--- src/rtl/conf_seq_pkg.sv ---
// Shared types and constants for the FPGA configuration sequencer.
// Holds the per-channel state encoding, error cause codes, register map
// and the bit layout of the control/status register.
package conf_seq_pkg;

  localparam int unsigned MAX_CH  = 8;
  localparam int unsigned STATE_W = 3;
  localparam int unsigned CAUSE_W = 2;
  localparam int unsigned ADR_W   = 4;
  localparam int unsigned DAT_W   = 32;

  typedef enum logic [2:0] {
    ST_IDLE      = 3'd0,
    ST_PROG      = 3'd1,
    ST_WAIT_INIT = 3'd2,
    ST_CONFIG    = 3'd3,
    ST_READY     = 3'd4,
    ST_ERROR     = 3'd5
  } conf_state_e;

  typedef enum logic [1:0] {
    ERR_INIT_TO = 2'd0,
    ERR_DONE_TO = 2'd1,
    ERR_CRC     = 2'd2
  } err_cause_e;

  localparam logic [ADR_W-1:0] ADR_CTRL  = 4'd0;
  localparam logic [ADR_W-1:0] ADR_STATE = 4'd1;
  localparam logic [ADR_W-1:0] ADR_ERR   = 4'd2;

  localparam int unsigned START_LSB = 0;
  localparam int unsigned ABORT_LSB = 16;

  // Readback layout of the control register, MSB first.
  typedef struct packed {
    logic [MAX_CH-1:0] err;
    logic [MAX_CH-1:0] done;
    logic [MAX_CH-1:0] init;
    logic [MAX_CH-1:0] busy;
  } ctrl_status_t;

endpackage

--- src/rtl/conf_chan_fsm.sv ---
// One configuration channel: INIT_B/DONE synchronisers, phase counter and
// the PROGRAM_B / INIT_B / DONE sequencing FSM.
// Optional macro CONF_INIT_ERR_EN: INIT_B low while loading is a CRC error.
// Ports:
//   clk_i, rst_n_i      clock, async active-low reset
//   start_i, abort_i    one-cycle command pulses (abort has priority)
//   init_b_i, done_i    raw asynchronous pins
//   prog_b_o            PROGRAM_B pin (registered, active low)
//   gready_o            channel configured (registered)
//   init_s_o, done_s_o  synchronised pin values
//   state_o             current state code
//   err_cause_o         last error cause
module conf_chan_fsm
  import conf_seq_pkg::*;
#(
  parameter int unsigned PROG_CYCLES  = 16,
  parameter int unsigned INIT_TIMEOUT = 65535,
  parameter int unsigned DONE_TIMEOUT = 24'hFF_FFFF,
  parameter int unsigned CNT_W        = 24
) (
  input  logic               clk_i,
  input  logic               rst_n_i,
  input  logic               start_i,
  input  logic               abort_i,
  input  logic               init_b_i,
  input  logic               done_i,
  output logic               prog_b_o,
  output logic               gready_o,
  output logic               init_s_o,
  output logic               done_s_o,
  output logic [STATE_W-1:0] state_o,
  output logic [CAUSE_W-1:0] err_cause_o
);

  localparam logic [CNT_W-1:0] CNT_MAX   = {CNT_W{1'b1}};
  localparam logic [CNT_W-1:0] PROG_LAST = CNT_W'(PROG_CYCLES - 1);
  localparam logic [CNT_W-1:0] INIT_LIM  = CNT_W'(INIT_TIMEOUT);
  localparam logic [CNT_W-1:0] DONE_LIM  = CNT_W'(DONE_TIMEOUT);

  logic [1:0]       init_sync_q, done_sync_q;
  logic             init_s, done_s;
  conf_state_e      state_q, state_d;
  logic [CNT_W-1:0] cnt_q, cnt_d, cnt_inc;
  err_cause_e       cause_q, cause_d;
  logic             prog_b_q, gready_q;

  // Two-flop synchronisers for the asynchronous pins.
  always_ff @(posedge clk_i or negedge rst_n_i) begin
    if (!rst_n_i) begin
      init_sync_q <= 2'b00;
      done_sync_q <= 2'b00;
    end else begin
      init_sync_q <= {init_sync_q[0], init_b_i};
      done_sync_q <= {done_sync_q[0], done_i};
    end
  end

  assign init_s = init_sync_q[1];
  assign done_s = done_sync_q[1];

  // Saturating increment; the counter never wraps.
  assign cnt_inc = (cnt_q == CNT_MAX) ? cnt_q : cnt_q + CNT_W'(1);

  // State register plus registered pin outputs decoded from the next state.
  always_ff @(posedge clk_i or negedge rst_n_i) begin
    if (!rst_n_i) begin
      state_q  <= ST_IDLE;
      cnt_q    <= '0;
      cause_q  <= ERR_INIT_TO;
      prog_b_q <= 1'b1;
      gready_q <= 1'b0;
    end else begin
      state_q  <= state_d;
      cnt_q    <= cnt_d;
      cause_q  <= cause_d;
      prog_b_q <= (state_d != ST_PROG);
      gready_q <= (state_d == ST_READY);
    end
  end

  // Next-state logic; commands override the phase sequencing.
  always_comb begin
    state_d = state_q;
    cnt_d   = cnt_q;
    cause_d = cause_q;
    if (abort_i) begin
      state_d = ST_IDLE;
      cnt_d   = '0;
      cause_d = ERR_INIT_TO;
    end else if (start_i) begin
      state_d = ST_PROG;
      cnt_d   = '0;
      cause_d = ERR_INIT_TO;
    end else begin
      case (state_q)
        ST_PROG: begin
          if (cnt_q == PROG_LAST) begin
            state_d = ST_WAIT_INIT;
            cnt_d   = '0;
          end else begin
            cnt_d = cnt_inc;
          end
        end
        ST_WAIT_INIT: begin
          if (init_s) begin
            state_d = ST_CONFIG;
            cnt_d   = '0;
          end else if (cnt_q == INIT_LIM) begin
            state_d = ST_ERROR;
            cause_d = ERR_INIT_TO;
          end else begin
            cnt_d = cnt_inc;
          end
        end
        ST_CONFIG: begin
          if (done_s) begin
            state_d = ST_READY;
          end
`ifdef CONF_INIT_ERR_EN
          else if (!init_s) begin
            state_d = ST_ERROR;
            cause_d = ERR_CRC;
          end
`endif
          else if (cnt_q == DONE_LIM) begin
            state_d = ST_ERROR;
            cause_d = ERR_DONE_TO;
          end else begin
            cnt_d = cnt_inc;
          end
        end
        ST_READY: begin
          if (!done_s) begin
            state_d = ST_ERROR;
            cause_d = ERR_DONE_TO;
          end
        end
        default: ;
      endcase
    end
  end

  assign prog_b_o    = prog_b_q;
  assign gready_o    = gready_q;
  assign init_s_o    = init_s;
  assign done_s_o    = done_s;
  assign state_o     = state_q;
  assign err_cause_o = cause_q;

endmodule

--- src/rtl/fpga_conf_sequencer.sv ---
// Configuration sequencer for NCH downstream FPGAs behind a zero-wait
// WISHBONE-style register slave. Owns bus decode and readback; each FPGA is
// handled by an independent conf_chan_fsm.
// Optional macro CONF_INIT_ERR_EN: enables CRC error detection and the
// err_cause readback register at address 2.
// Ports:
//   clk_i, rst_n_i                  clock, async active-low reset
//   cyc_i, stb_i, we_i, adr_i, dat_i  bus request
//   dat_o, ack_o                    combinational read data / acknowledge
//   gready_o                        per-channel configured flag
//   PROGRAM_B                       active-low program pins
//   INIT_B, DONE                    asynchronous FPGA status pins
module fpga_conf_sequencer
  import conf_seq_pkg::*;
#(
  parameter int unsigned NCH          = 4,
  parameter int unsigned PROG_CYCLES  = 16,
  parameter int unsigned INIT_TIMEOUT = 65535,
  parameter int unsigned DONE_TIMEOUT = 24'hFF_FFFF,
  parameter int unsigned CNT_W        = 24
) (
  input  logic             clk_i,
  input  logic             rst_n_i,
  input  logic             cyc_i,
  input  logic             stb_i,
  input  logic             we_i,
  input  logic [3:0]       adr_i,
  input  logic [31:0]      dat_i,
  output logic [31:0]      dat_o,
  output logic             ack_o,
  output logic [NCH-1:0]   gready_o,
  output logic [NCH-1:0]   PROGRAM_B,
  input  logic [NCH-1:0]   INIT_B,
  input  logic [NCH-1:0]   DONE
);

  logic                     wr_c;
  logic [NCH-1:0]           start_c, abort_c;
  logic [NCH-1:0]           init_s, done_s;
  logic [NCH*STATE_W-1:0]   state_w;
  logic [NCH*CAUSE_W-1:0]   cause_w;
  ctrl_status_t             status_c;
  logic [MAX_CH*STATE_W-1:0] state_word_c;

  assign ack_o   = cyc_i & stb_i;
  assign wr_c    = cyc_i & stb_i & we_i & (adr_i == ADR_CTRL);
  assign start_c = wr_c ? dat_i[START_LSB +: NCH] : '0;
  assign abort_c = wr_c ? dat_i[ABORT_LSB +: NCH] : '0;

  for (genvar g = 0; g < NCH; g++) begin : g_chan
    conf_chan_fsm #(
      .PROG_CYCLES  (PROG_CYCLES),
      .INIT_TIMEOUT (INIT_TIMEOUT),
      .DONE_TIMEOUT (DONE_TIMEOUT),
      .CNT_W        (CNT_W)
    ) u_chan (
      .clk_i       (clk_i),
      .rst_n_i     (rst_n_i),
      .start_i     (start_c[g]),
      .abort_i     (abort_c[g]),
      .init_b_i    (INIT_B[g]),
      .done_i      (DONE[g]),
      .prog_b_o    (PROGRAM_B[g]),
      .gready_o    (gready_o[g]),
      .init_s_o    (init_s[g]),
      .done_s_o    (done_s[g]),
      .state_o     (state_w[g*STATE_W +: STATE_W]),
      .err_cause_o (cause_w[g*CAUSE_W +: CAUSE_W])
    );
  end

  // Gather per-channel status into the readback words.
  always_comb begin
    status_c     = '0;
    state_word_c = '0;
    for (int i = 0; i < NCH; i++) begin
      status_c.busy[i] = (state_w[i*STATE_W +: STATE_W] == ST_PROG) ||
                         (state_w[i*STATE_W +: STATE_W] == ST_WAIT_INIT) ||
                         (state_w[i*STATE_W +: STATE_W] == ST_CONFIG);
      status_c.err[i]  = (state_w[i*STATE_W +: STATE_W] == ST_ERROR);
      status_c.init[i] = init_s[i];
      status_c.done[i] = done_s[i];
      state_word_c[i*STATE_W +: STATE_W] = state_w[i*STATE_W +: STATE_W];
    end
  end

  // Combinational read mux.
  always_comb begin
    dat_o = '0;
    case (adr_i)
      ADR_CTRL:  dat_o = status_c;
      ADR_STATE: dat_o = 32'(state_word_c);
`ifdef CONF_INIT_ERR_EN
      ADR_ERR:   dat_o = 32'(cause_w);
`endif
      default:   dat_o = '0;
    endcase
  end

`ifndef CONF_INIT_ERR_EN
  logic unused_cause_c;
  assign unused_cause_c = ^cause_w;
`endif
  logic unused_dat_c;
  assign unused_dat_c = ^dat_i;

endmodule

--- config.mk ---
export PLATFORM = sky130hd
export DESIGN_NAME = fpga_conf_sequencer
export DESIGN_NICKNAME = d
export VERILOG_FILES = /design/src/rtl/conf_seq_pkg.sv /design/src/rtl/conf_chan_fsm.sv /design/src/rtl/fpga_conf_sequencer.sv
export SDC_FILE = /design/constraint.sdc
export NUM_CORES = 1
export LEC_CHECK = 0
export BUFFER_PORTS_ARGS = -buffer_cell sky130_fd_sc_hd__clkbuf_2
export CORE_MARGIN = 5
export CORE_UTILIZATION = 60
export DETAILED_ROUTE_END_ITERATION = 8
export PLACE_DENSITY = 0.81
export SYNTH_ARGS = -nofsm -noshare
export SYNTH_HDL_FRONTEND = slang
export SYNTH_SLANG_ARGS = --single-unit
--- constraint.sdc ---
create_clock -name clk_i -period 5.5 [get_ports clk_i]
set_input_delay 0.825 -clock clk_i [delete_from_list [all_inputs] [get_ports clk_i]]
set_output_delay 0.825 -clock clk_i [all_outputs]
set_load 0.02 [all_outputs]
Word level (Yosys, flattened, before mapping)
Cells that the tools add are included.
{ "op_classes": {"add_sub_neg": 4, "n_eq_ne": 53, "mux": 75, "n_bitwise": 3, "reduce_logical": 17} }
{ "ops": {"columns": ["cell", "count"], "rows": [
  ["24-bit two-way mux", 32],
  ["24-bit case mux with 3 select lines", 4],
  ["24-bit by 1-bit adder with 24-bit output, second input constant", 4],
  ["24-bit by 16-bit equality test with 1-bit output, second input constant", 4],
  ["24-bit equality test, second input constant", 4],
  ["24-bit by 4-bit equality test with 1-bit output, second input constant", 4],
  ["3-bit two-way mux", 32],
  ["28-bit case mux with 2 select lines", 1],
  ["3-bit case mux with 4 select lines", 4],
  ["3-bit equality test, second input constant", 12],
  ["4-bit inequality test, second input constant", 8],
  ["3-bit by 2-bit equality test with 1-bit output, second input constant", 8],
  ["5-bit by 4-bit inequality test with 1-bit output, second input constant", 4],
  ["5-bit nonzero test", 4],
  ["4-bit AND reduction", 4],
  ["3-bit by 1-bit equality test with 1-bit output, second input constant", 4],
  ["3-bit by 1-bit inequality test with 1-bit output, second input constant", 4],
  ["1-bit logical OR", 8],
  ["4-bit two-way mux", 2],
  ["4-bit by 1-bit equality test with 1-bit output, second input constant", 1],
  ["4-bit zero test", 1],
  ["1-bit AND", 3]
]} }
{ "word_totals": {"ff_bits": 132, "out_inout_bits": 41, "wordCells": 176} }

Depth between registers and ports, before layout
Gate-level depths: netlist of the first run.
{ "depth": {"depth_word": 7, "mapped_depth": 9, "mapped_depth_nobuf": 7} }

Hierarchy
A second synthesis of the first run with hierarchy kept.
{ "unflattened": {"hier_cells": 1021, "area_unflattened_um2": 8894.8} }
{ "modules_own_cells": {"columns": ["module", "instances", "cells_per_inst", "area_each_um2"], "rows": [
  ["conf_chan_fsm at g_chan[0].u_chan ...", 2, 242, 2200.9],
  ["conf_chan_fsm at g_chan[2].u_chan", 1, 235, 2090.8],
  ["conf_chan_fsm at g_chan[3].u_chan", 1, 227, 1963.1],
  ["fpga_conf_sequencer", 1, 75, 439.2]
]} }

Worst setup path after synthesis of the first run
No wires, ideal clock.
{ "synth_path": {"kind": "input -> output", "startpoint": "in adr_i[1]", "endpoint": "out dat_o[24]", "t_arrival_ns": 2.223, "path_slack_ns": 2.452, "stages": 3, "path_cell_list": "or4_1 > buf_2 > nor4_1"} }
{ "synth_via": {"elab_chain_cells": 2, "word_cells_on_any_way": 3, "cone_classes": "eq/ne (1); mux (1); reduce/logical (1)"} }
{ "synth_lines": {"columns": ["element", "line_no", "source"], "rows": [
  ["start: declaration", "fpga_conf_sequencer.sv:27", "input logic [3:0] adr_i,"],
  ["4-bit by 1-bit equality test with 1-bit output / 4-bit zero test (equally long branches)", "fpga_conf_sequencer.sv:90", "case (adr_i)"],
  ["28-bit case mux with 2 select lines *", "fpga_conf_sequencer.sv:90", null],
  ["end: declaration", "fpga_conf_sequencer.sv:29", "output logic [31:0] dat_o,"]
]} }
Every way passes the cells marked *; elsewhere a longest branch is shown, timed or not.

Worst setup path after layout of the first run
{ "layout_path": {"startpoint": "in adr_i[1]", "endpoint": "out dat_o[3]"} }
The elaborated chain is that of the path after synthesis.

==> impl_results.md, run 1 <==
* Status: finished clean
* Final Hold Fails at 0
* Flip-flop and latch count after synthesis at roughly 130
* Tightest Hold Check Type: flip-flop to flip-flop
* Residual DRC at 0
* Die Y at 127 µm
* Logic pwr share at 16.3%
* Synth area leaders: dfrtp_1 39%, a21oi_1 4.1%, nor2_1 3.3%
* Vias in the first global route at around 6900
* Max H-tree Level at 4
* Critical Path AT at 2.59 ns
* Post-Synthesis Cells at about 930
* First-pass GRT wire length at 33800 µm
* Post-synth EDFFs at 0
* CP top delay family: simple AND/OR/NAND/NOR gates
* Seq pwr share at 42.0%
* CTS tree: built
* Die ar. at 16100 µm²
* Clock latency on the worst-skew pair at 0.42 ns
* Yosys cell types at 89
* Final period utilization at 62.1%
* DP HPWL at around 14000 µm
* Synth Flop Type: dfrtp_1
* CP most frequent cell: clkbuf_2
* NetSw at 853 µW
* Fillers at 1066
* Core area at 13300 µm²
* Sequential share of the synthesized area at 40.4%
* Final setup fails at 0
* Global route overflow at 0
* Async S/R FF share, synth at 100%
* CTS Hold Buffers Added at 0
* Clock-pin slew on the worst setup and hold paths at 0.06 ns
* Total clock sinks at 132
* Nets at 1001
* Post-cts resize count at 0
* Synthesized area at 8180 µm²
* RSZ-0062 raised after global routing: no
* Rows at 42
* Setup TNS at 0 ns
* Core Util, Final at 67.8%
* Pin count of the biggest net entering global routing at 86
* Clock Path Buffers at 2
* Most frequent cell after synthesis: dfrtp_1
* Drt initial violations at about 1000
* Leakage at 0.00361 µW
* Antenna violations before repair at 0
* Yosys top cell area share at 39.2%
* Clock power share at 41.7%
* Area leader, netlist: dfrtp_1
* Area growth syn-to-layout at 10.2%
* Fin crit period at 3.42 ns
* Slew HR at between 20% and 30%
* Global placement routability congestion at 0.920
* Switching share of power at 30.0%
* IR drop worst, VDD at ~0.29 mV
* Die Span X at 127 µm
* Largest stage delay, worst path at 0.82 ns
* Starting Density at 61.5%
* Drt pass-1 iters at 5
* ANT cells at 0
* CP max-delay cell: or4_1
* P_int at 1990 µW
* Post-synth top cells: 128 x dfrtp_1, 73 x nor2_1, 67 x a21oi_1
* Crit path cell chain: clkbuf_2, or4_1, o31ai_1, clkbuf_2
* Max Fanout on Critical Path at 12
* PwrDens at between 300 and 400 nW/µm²
* IO Pins at 90
* Total Wirelength at roughly 21000 µm
* Final count of pins violating max slew at 0
* CTS Buf Count at 17
* Vias at 7619
* CP endpoint kind: primary output
* Share of layout cells above drive strength 1 at 14.3%
* Tightest Pin Transition at approximately 1.2 ns
* PortBufs at 53
* Mean Syn Cell Area at roughly 9 µm²
* GRT Overall Usage at between 20% and 30%
* Yosys warns at 0
* Vias per cell at 6.70
* Max cap viols at 0
* Final Skew at 0.00493 ns
* Setup bufs post-CTS at 0
* CTS root buf: clkbuf_16
* Buf/Inv on CP at 2
* Fmax at 0.293 GHz
* CP startpoint kind: primary input
* CP Class: primary input to primary output
* WL/cell at 18.3 µm
* Antenna violation net count after detailed routing at 0
* Required time worst endpoint at roughly 4.7 ns
==> per-layer routing <==
| layer | wire length, µm | global-route usage [%] | up-vias | share of wire (%) |
|---|---|---|---|---|
| li1 | - | - | 3568 | - |
| met1 | 9120 | 35.7 | 3693 | 44 |
| met2 | 9810 | 39.8 | 319 | 47 |
| met3 | 1560 | 6.31 | 39 | 7.5 |
| met4 | 337 | 7.44 | 0 | 1.6 |
| met5 | 0 | 0 | - | 0 |
==> registers in the layout (all words and copies together), names as in the netlist <==
signal,cells
g_chan.u_chan.cnt_q,96
g_chan.u_chan.done_sync_q,8
g_chan.u_chan.init_sync_q,8
g_chan.u_chan.prog_b_o,4
g_chan.u_chan.gready_o,4
g_chan.u_chan.state_o,12
==> cell families after synthesis <==
family,after synthesis,synth area share [%]
AO/OA/AOI/OAI,259,22.1
XOR/XNOR,17,1.82
adder cells (fa/ha/maj),4,0.612
buffers and inverters,100,6.06
flip-flops,132,40.4
multiplexers,3,0.367
other,1,0.0458
AND/OR/NAND/NOR,411,28.6
==> power groups by stage <==
stage	Clock, µW	Sequential [µW]	Combinational, µW
2_1_floorplan	0	1150	400
3_3_place_gp	0	1200	441
3_5_place_dp	0	1200	456
4_1_cts	1190	1190	461
5_1_grt	1240	1210	518
6_report	1180	1190	464
==> placed cells by master (no fill, tap or decap), types with 5 or more instances in the layout <==
cell type / count
dfrtp_1: 128
nor2_1: 73
a21oi_1: 67
nand2_1: 63
clkbuf_2: 52
nand3_1: 46
inv_1: 33
o31ai_1: 31
or4_1: 28
o21ai_0: 28
or3_1: 28
nand4_1: 27
nor4_1: 26
and3_1: 23
nor3_1: 19
clkbuf_16: 17
xor2_1: 13
and2_1: 12
a22o_1: 12
o211ai_1: 12
o22ai_1: 12
conb_1: 12
a22oi_1: 11
and4_1: 10
or2_2: 9
a21o_1: 6
o41ai_1: 6
a211oi_1: 6
a21oi_2: 6
nand3b_1: 5
a31oi_1: 5
nand4b_1: 5
buf_4: 5
==> area by class of cell <==
| cell class | count | area [µm²] | share of cell area, % |
|---|---|---|---|
| Multi-Input combinational cell | 706 | 4440 | 49.2 |
| Inverter | 33 | 124 | 1.37 |
| Tap cell | 176 | 220 | 2.44 |
| Clock inverter | 12 | 154 | 1.71 |
| Clock buffer | 20 | 467 | 5.18 |
| Sequential cell | 132 | 3310 | 36.7 |
| Timing Repair Buffer | 58 | 309 | 3.43 |
==> path summary, 6_finish.rpt <==
check	slack, ns	end	start	cells after the start
min in group asynchronous	0.46	g_chan[0].u_chan.cnt_q[2]	rst_n_i	1
hold reg to reg	0.35	g_chan[2].u_chan.init_sync_q[1]	g_chan[2].u_chan.init_sync_q[0]	0
hold / removal	0.35	g_chan[2].u_chan.init_sync_q[1]	g_chan[2].u_chan.init_sync_q[0]	0
setup / recovery	2.08	dat_o[3]	adr_i[1]	4
max in group asynchronous	3.91	g_chan[2].u_chan.cnt_q[15]	rst_n_i	2
setup reg to reg	2.39	g_chan[3].u_chan.cnt_q[7]	g_chan[3].u_chan.cnt_q[0]	7
==> through the flow <==
step / hold WS [ns] / cells / worst slack [ns] / cell area [µm²] / power (µW)
final: 0.348 / 1137 / 2.08 / 9020 / 2840
after global placement: 0.332 / 1105 / 1.87 / 8400 / 1640
after global routing: 0.350 / 1137 / 2.04 / 9020 / 2970
after floorplan: 0.331 / 938 / 2.45 / 8220 / 1550
after detailed placement: 0.336 / 1105 / 1.84 / 8400 / 1660
after CTS: 0.351 / 1137 / 2.11 / 9020 / 2840
Note: power is estimated with default switching activity, not from simulation.
==> run 2: changes to the inputs <==
Clock period 5.5 ns to 3.3 ns, I/O delays scaled along.
==> impl_results.md, run 2 (synthesis results as in run 1) <==
* CTS tree: built
* WL/cell at 18.2 µm
* CTS Buf Count at 17
* CP endpoint kind: flip-flop
* Leakage at 0.00365 µW
* DP HPWL at 14000 µm
* Fin crit period at just under 3 ns
* Global placement routability congestion at around 0.89
* Finished Layout Cells at 1151
* CP startpoint kind: flip-flop
* Vias in the first global route at 7016
* Core area at 13300 µm²
* Setup TNS at 0 ns
* Vias at 7625
* Fillers at 1063
* Worst reg2reg path depth at 8
* RR Endpoint: g_chan[2].u_chan.cnt_q[8]
* Final setup fails at 0
* Max H-tree Level at 4
* Setup bufs post-CTS at 0
* Most common cell after layout, fill and taps aside: dfrtp_1
* Status: finished clean
* ANT cells at 0
* First-pass GRT wire length at around 35000 µm
* Total clock sinks at 132
* Die Span X at between 100 and 150 µm
* Largest Register: g_chan.u_chan.cnt_q
* Residual DRC at 0
* Slew HR at 35.6%
* Share of layout cells above drive strength 1 at 14.9%
* Tightest Hold Check Type: primary input to asynchronous set/reset pin
* Commonest non-fill, non-tap cells in the layout: 128 x dfrtp_1, 73 x nor2_1, 67 x a21oi_1
* Post-Place Cells at 1119
* GRT Overall Usage at 26.2%
* Reg-to-reg setup timing slack at 0.36 ns
* Antenna violations before repair at 0
* Die Y at 127 µm
* PortBufs at 53
* Final Skew at 0.00640 ns
* Total Wirelength at 20900 µm
* Max FFs per register at 96
* CTS Hold Buffers Added at 0
* Clock Path Buffers at 2
* Tightest Pin Transition at 0.963 ns
* CTS root buf: clkbuf_16
* Starting Density at 61.5%
* Drt initial violations at 866
* IR drop worst, VDD at 0.414 mV
* Final period utilization at 89.1%
* Final count of pins violating max slew at 0
* Drt pass-1 iters at 8
* CP Class: flip-flop to flip-flop
* Post-cts resize count at 0
* Nets at a little over 1000
* Vias per cell at 6.62
* Final Hold Fails at 0
* Fmax at 0.340 GHz
* Pin count of the biggest net entering global routing at 93
* Clock-pin slew on the worst setup and hold paths at 0.06 ns
* Critical Path AT at 3.28 ns
* Reg-to-Reg Start: g_chan[2].u_chan.cnt_q[0]
* IO Pins at 90
* Die ar. at 16100 µm²
* RSZ-0062 raised after global routing: no
* Max cap viols at 0
* Antenna violation net count after detailed routing at 0
* Max Fanout on Critical Path at 26
* Rows at 42
* Required time worst endpoint at 3.64 ns
* PwrDens at 502 nW/µm²
* Global route overflow at 0
* Clock latency on the worst-skew pair at approximately 0.42 ns
* Area growth syn-to-layout at 10.6%
run 2: through the flow:
stage                     util [%]  setup WS [ns]  area [µm²]  total power [µW]  hold WS (ns)
after global routing          68.1          0.142        9050              4770         0.158
after global placement        64.0          0.288        8510              2760         0.333
after detailed placement      64.0          0.264        8510              2790         0.335
after CTS                     68.1          0.383        9050              4560         0.162
after floorplan                  -          0.767        8220              2580         0.199
final                         68.1          0.359        9050              4540         0.114
run 2: worst max-delay path by stage:
stage	startpoint	endpoint	slack, ns	cells past startpoint
3_3_place_gp	adr_i[1]	g_chan[3].u_chan.cnt_q[1]	0.29	8
3_5_place_dp	adr_i[1]	g_chan[3].u_chan.cnt_q[1]	0.26	8
2_1_floorplan	adr_i[1]	g_chan[1].u_chan.cnt_q[12]	0.77	7
5_1_grt	g_chan[2].u_chan.cnt_q[0]	g_chan[2].u_chan.cnt_q[8]	0.14	8
6_report	g_chan[2].u_chan.cnt_q[0]	g_chan[2].u_chan.cnt_q[8]	0.36	8
4_1_cts	g_chan[2].u_chan.cnt_q[0]	g_chan[2].u_chan.cnt_q[8]	0.38	8
run 2: power by group:
group / internal, µW / total [µW] / switching (µW) / leakage (µW)
clock: 1070 / 1760 / 692 / 0.000269
sequential: 1780 / 2000 / 220 / 0.00173
combinational: 309 / 787 / 478 / 0.00165
total: 3150 / 4540 / 1390 / 0.00365
run 2: layer usage:
metal / part of all wire (%) / wire, µm / vias up / track usage, %
met5: 0 / 0 / - / 0
met4: 1.6 / 344 / 0 / 6.94
met3: 6.5 / 1360 / 33 / 6.22
met2: 48 / 10100 / 273 / 41.5
met1: 44 / 9150 / 3718 / 36.4
li1: - / - / 3601 / -
run 2: layout make-up:
| cell class | instances | area [µm²] | area share [%] |
|---|---|---|---|
| Clock buffer | 25 | 475 | 5.25 |
| Sequential cell | 132 | 3310 | 36.6 |
| Multi-Input combinational cell | 706 | 4440 | 49.0 |
| Timing Repair Buffer | 72 | 427 | 4.71 |
| Inverter | 33 | 124 | 1.37 |
| Clock inverter | 7 | 60.1 | 0.664 |
| Tap cell | 176 | 220 | 2.43 |
run 2: worst max-delay path, cell delays in order, from the launching register on:
cell     delay (ns)
dfrtp_1        0.40
ha_1           0.21
nand3_1        0.15
or4_1          0.60
o31ai_1        0.36
a21o_1         0.64
buf_4          0.27
o21ai_0        0.10
a21oi_1        0.14
